<file path="config.mk">
export PLATFORM = sky130hd
export DESIGN_NAME = button_conditioner
export DESIGN_NICKNAME = d
export VERILOG_FILES = /design/src/rtl/button_conditioner.sv
export SDC_FILE = /design/constraint.sdc
export NUM_CORES = 1
export LEC_CHECK = 0
export ABC_CLOCK_PERIOD_IN_PS = 3400
export CORE_MARGIN = 4
export CORE_UTILIZATION = 60
export DETAILED_ROUTE_END_ITERATION = 8
export DONT_BUFFER_PORTS = 1
export PLACE_DENSITY = 0.74
export SYNTH_ARGS = -nofsm -noshare
export SYNTH_HDL_FRONTEND = slang
export SYNTH_SLANG_ARGS = --single-unit
export TNS_END_PERCENT = 100
</file>
<file path="constraint.sdc">
create_clock -name pclk -period 3.4 [get_ports pclk]
set_input_delay 0.68 -clock pclk [delete_from_list [all_inputs] [get_ports pclk]]
set_output_delay 0.68 -clock pclk [all_outputs]
set_load 0.05 [all_outputs]
</file>
<file path="src/rtl/button_conditioner.sv">
`default_nettype none
// ============================================================================
// Module   : button_conditioner
// Purpose  : Per-channel synchronizer, debouncer and press/release pulse
//            generator. Optional auto-repeat with `define BTN_AUTOREPEAT_EN.
// Revision : 1.0 - initial release
// ============================================================================
module button_conditioner #(
    parameter int N_BTN           = 4,
    parameter int DEBOUNCE_CYCLES = 400000,
    parameter int REPEAT_DELAY    = 20000000,
    parameter int REPEAT_PERIOD   = 4000000
) (
    input  logic             pclk,
    input  logic             rst,
    input  logic [N_BTN-1:0] btn_raw,
    output logic [N_BTN-1:0] btn_level,
    output logic [N_BTN-1:0] btn_press,
    output logic [N_BTN-1:0] btn_release
);

    localparam int                 c_CNT_W    = $clog2(DEBOUNCE_CYCLES);
    localparam logic [c_CNT_W-1:0] c_CNT_LAST = c_CNT_W'(DEBOUNCE_CYCLES - 1);

`ifdef BTN_AUTOREPEAT_EN
    localparam int c_RPT_MAX = (REPEAT_DELAY > REPEAT_PERIOD) ? REPEAT_DELAY : REPEAT_PERIOD;
    localparam int c_RPT_W   = $clog2(c_RPT_MAX + 1);
    localparam logic [c_RPT_W-1:0] c_RPT_DELAY_LAST  = c_RPT_W'(REPEAT_DELAY - 1);
    localparam logic [c_RPT_W-1:0] c_RPT_PERIOD_LAST = c_RPT_W'(REPEAT_PERIOD - 1);
`endif

    logic [N_BTN-1:0] r_sync1;
    logic [N_BTN-1:0] r_sync2;

    always_ff @(posedge pclk or posedge rst) begin
        if (rst) begin
            r_sync1 <= '0;
            r_sync2 <= '0;
        end else begin
            r_sync1 <= btn_raw;
            r_sync2 <= r_sync1;
        end
    end

    for (genvar gi = 0; gi < N_BTN; gi++) begin : g_ch
        logic [c_CNT_W-1:0] r_cnt;
        logic               r_level;
        logic               r_press;
        logic               r_release;
        logic               w_differs;
        logic               w_toggle;
        logic               w_repeat;

        assign w_differs = r_sync2[gi] ^ r_level;
        // The D-th consecutive differing cycle flips the level instead of counting on.
        assign w_toggle  = w_differs && (r_cnt == c_CNT_LAST);

        always_ff @(posedge pclk or posedge rst) begin
            if (rst) begin
                r_cnt     <= '0;
                r_level   <= 1'b0;
                r_press   <= 1'b0;
                r_release <= 1'b0;
            end else begin
                if (!w_differs || w_toggle) begin
                    r_cnt <= '0;
                end else begin
                    r_cnt <= r_cnt + 1'b1;
                end
                r_level   <= r_level ^ w_toggle;
                r_press   <= (w_toggle & ~r_level) | w_repeat;
                r_release <= w_toggle & r_level;
            end
        end

`ifdef BTN_AUTOREPEAT_EN
        logic [c_RPT_W-1:0] r_rpt;
        logic               r_rpt_again;
        logic [c_RPT_W-1:0] w_rpt_last;

        // r_rpt counts cycles since the last press pulse; first interval is the delay.
        assign w_rpt_last = r_rpt_again ? c_RPT_PERIOD_LAST : c_RPT_DELAY_LAST;
        assign w_repeat   = r_level && !w_toggle && (r_rpt == w_rpt_last);

        always_ff @(posedge pclk or posedge rst) begin
            if (rst) begin
                r_rpt       <= '0;
                r_rpt_again <= 1'b0;
            end else if (!r_level || w_toggle) begin
                r_rpt       <= '0;
                r_rpt_again <= 1'b0;
            end else if (w_repeat) begin
                r_rpt       <= '0;
                r_rpt_again <= 1'b1;
            end else begin
                r_rpt <= r_rpt + 1'b1;
            end
        end
`else
        assign w_repeat = 1'b0;
`endif

        assign btn_level[gi]   = r_level;
        assign btn_press[gi]   = r_press;
        assign btn_release[gi] = r_release;
    end

endmodule
`default_nettype wire

</file>
Word-level counts from Yosys, hierarchy flattened
Cells that the tools add are included.
- logic and storage cells: 62
- flip-flop bits (word level): 96
- output and inout bits: 12
- bits of input ports: 6
- bitwise operators: 20
- multiplexer cells: 4
- reduce and logical (&&, ||, !) cells: 12
- equal/unequal tests: 4
- add/sub/neg operators: 4
- operators by type and width (operator ; count):
    adder 19 x 1 -> 19 bit (second input constant) ; 4
    == test 19 bit (second input constant) ; 4
    2-to-1 mux 19 bit ; 4
    bitwise AND 1 bit ; 8
    bitwise XOR 1 bit ; 8
    logical AND 1 bit ; 4
    logical NOT 1 bit ; 4
    logical OR 1 bit ; 4
    inverter 1 bit ; 4

Depth between registers and ports, before layout
- depth after elaboration: 4
- depth in mapped cells: 7
- depth with buffers taken out: 5

Worst setup path before layout
OpenSTA, ideal clock, no wires.
- kind: register to register
- start: reg g_ch[1].r_cnt[7]
- end: reg g_ch[1].r_cnt[11]
- cell stages (with the launch flop): 7
- data required time: 3281 ps
- path slack: 1560 ps
- clock period less this slack: 1840 ps
- path buffers: 2
- arrival: 1722 ps
- setup time: 119 ps
- cell sequence: dfrtp_1 or4b_1 nor4b_1 a41o_1 buf_4 buf_4 nor2_1
- word-level cells in the longest chain between the ends: 4
- elaborated cells on any way between the ends: 5
- those cells by class: add/sub: 1; eq/ne: 1; mux: 1; reduce/logical: 2
- RTL lines (element ; RTL line ; RTL):
    start: declaration ; 46 ; logic [c_CNT_W-1:0] r_cnt;
    start signal: assignment ; 68 ; r_cnt <= r_cnt + 1'b1;
    branches (longest 3 deep; another with adder 19 x 1 -> 19 bit) ; n/a ;
    2-to-1 mux 19 bit * ; 65 ; if (!w_differs || w_toggle) begin
Every way passes the cells marked *.

Worst setup path in the final report
- start: reg g_ch[3].r_cnt[0]
- end: reg g_ch[3].r_cnt[10]
- word-level cells in the longest chain between the ends: 4
- elaborated cells on any way between the ends: 5
- those cells by class: add/sub: 1; eq/ne: 1; mux: 1; reduce/logical: 2
- RTL lines (element ; RTL line):
    start: declaration ; 46
    start signal: assignment ; 68
    branches (longest 3 deep; another with adder 19 x 1 -> 19 bit) ; n/a
    2-to-1 mux 19 bit * ; 65
Marks and branches as above.

==> results.md <==
* Pwr dens at 410.5 nW/µm²
* Ys async rst share at 1.000
* DRT antenna net count at 0
* Post-CTS Hold Fix Bufs at 0
* CTS Buf Count at 9
* Clock Skews at 0.01338 ns
* DRT Pass-1 Iters at 4
* RSZ-0062 raised after global routing: false
* Initial cell density of the core at 0.6284
* Final setup fails at 0
* Delay of the slowest critical-path stage at 0.81 ns
* Post-Synthesis Cells at 461
* CTS tree: done
* Synth Flop Type: dfrtp_1
* Post-synth EDFFs at 0
* Wire per inst at 15.29 µm
* Die width at 96.09 µm
* Num ports at 18
* Largest net degree at the start of global routing at 58
* R2r setup slk at 1.15 ns
* FF/Latch Area at 2402 µm²
* Dpl ws at 1.149 ns
* Clk sinks at 96
* Util after Layout at 0.6560
* # diodes at 0
* # rows at 31
* Endpoints failing hold at 0
* Final Routed Wirelength at 8501 µm
* Post-synth cell types at 36
* Synth area leaders: dfrtp_1, xnor2_1, nor2_1, nand4_1, xor2_1
* CTS HTree Levels at 3
* Origin of the critical flop-to-flop path: g_ch[3].r_cnt[0]
* Vias in the first global route at 3134
* CTS resizes at 0
* CTS root buf: clkbuf_8
* Mapped Area at 4656 µm²
* Fillers at 591
* # DRC at 0
* Syn-to-layout area delta at 4.381%
* Post-CTS setup buffers at 0
* CP startpoint: g_ch[3].r_cnt[0]
* Post-route cell area at 4860 µm²
* Status: finished, final reports clean
* Via count at 3283
* Overflow after GRT at 0
* Fin crit period at 2.254 ns
* Max Cap Viol at 0
* Yosys reg bits at 96
* Setup ws final at 1.146 ns
* Pins over their slew limit at 0
* Multi-input gate area at 2051 µm²
* Clk slew on worst S/H paths at 0.10 ns
* Critical Path RT at 3.61 ns
* Cell accounting for the most synthesized area: dfrtp_1
* Initial antenna violation count at 0
* DP Wirelength at 6087 µm
* Post-Syn Area per Cell at 10.10 µm²
* Core footprint at 7408 µm²
* Worst-skew pair later-pin latency at 0.36 ns
* Reg2reg path depth at 5
* Share of the synthesized area in the top cell type at 0.5160
* Worst-Margin Slew at 0.9710 ns
* F_max at 443.7 MHz
* Ys Warns at 0
* Hold WS at 0.2867 ns
* Commonest non-fill, non-tap cells in the layout: dfrtp_1, nor2_1, xnor2_1
* Critical setup path kind: reg -> reg
* Crit end category: flop
* Hold/Removal Path Class: in -> async
* DR vias/cell at 5.905
* Setup crit start kind: flop
* RR Endpoint: g_ch[3].r_cnt[10]
* Layout cells sized above 1 at 0.06127
* Leak at 1.900 nW
* Cell Area, Placed at 4654 µm²
* Worst vdd ir at 0.2862 mV
* First-pass GRT wire length at 14980 µm
* GR Util All Layers at 0.2074
* Die Ht at 96.09 µm
* Critical-path top delay cell: o21ai_1
* Final worst-path cycle share at 0.6629
* Slew HR at 0.3483
* Setup TNS at 0 ns
* Crit Path Max Fanout at 14
* Routability cong. at 0.9059
* CTS max path bufs at 2
* Crit path DAT at 2.46 ns
* CP Cell Sequence: ha_1, and4_1, nand4_1, o21ai_1, nor2_1
* Most common cell after layout, fill and taps aside: dfrtp_1
* DIE AREA at 9233 µm²
* Net count after synthesis at 471
* Post-synthesis sequential area ratio at 0.5160
* Number of port buffers at 0
* DR iter-0 viols at 128
* Layout net count at 462
-- layer usage --
layer  GRT usage  up-vias  wire [µm]  share of wire
li1            -     1605          -              -
met1      0.2894     1616       3978           0.47
met2      0.3318       53       4165           0.49
met3     0.04691        9        287          0.034
met4     0.04621        0         69         0.0081
met5           0        -          0              0
-- critical path: cells and delay by family (launching register included) --
kind | cells | cell delay (ns)
and+or+nand+nor | 3 | 0.61
adders and majority gates | 1 | 0.26
DFF | 1 | 0.44
AOI/OAI and AO/OA | 1 | 0.81
-- worst max-delay path by stage --
stage | endpoint | slack (ns)
floorplan | asynchronous set/reset pin | 0.21
global placement | g_ch[3].r_cnt[3] | 1.28
detailed placement | g_ch[3].r_cnt[10] | 1.15
CTS | g_ch[3].r_cnt[10] | 1.13
global route | g_ch[3].r_cnt[10] | 0.85
finish | g_ch[3].r_cnt[10] | 1.15
-- Yosys cell counts, types with 6 or more instances --
master,instances
a21oi_1,8
xor2_1,17
buf_4,16
and4_1,7
nor2_1,74
nand2_1,19
nor3b_1,9
or3_1,6
nand4_1,33
nor3_1,14
inv_1,14
dfrtp_1,96
xnor2_1,48
nor4_1,22
nand3_1,26
-- kinds of logic after synthesis --
group,Yosys count,share of synthesized area
simple gates,233,0.2677
flops,96,0.5160
xor+xnor,65,0.1223
buf+inv,37,0.04354
compound gates,21,0.02795
mux,5,0.01182
fa+ha+maj,4,0.01075
-- flip-flops by register name, summed over array words and instances (netlist names), named ones only --
| register | flops |
|---|---|
| g_ch.r_cnt | 76 |
| g_ch.r_press | 4 |
| g_ch.r_release | 4 |
| r_sync1 | 4 |
| r_sync2 | 4 |
-- per-stage QoR --
step | total power, mW | instances
final | 1.995 | 556
after global routing | 2.097 | 556
after CTS | 2.026 | 556
after detailed placement | 1.264 | 540
after global placement | 1.262 | 540
after floorplan | 1.246 | 461
-- report_power, final --
| part | switching (mW) | internal (mW) | leakage, nW |
|---|---|---|---|
| sequential | 0.0186 | 1.16 | 1.31 |
| combinational | 0.0463 | 0.0176 | 0.482 |
| clock | 0.387 | 0.368 | 0.106 |
| total | 0.452 | 1.54 | 1.90 |
-- layout make-up --
type                    count  share of cell area
well taps                  99             0.02549
repair buffers              3            0.004634
clock inverters             5             0.01313
flip-flops and latches     96              0.4943
inverters                  14             0.01133
multi-input cells         328              0.4220
clock buffers              11             0.02909
No activity file was read; power rests on OpenSTA's default activity.
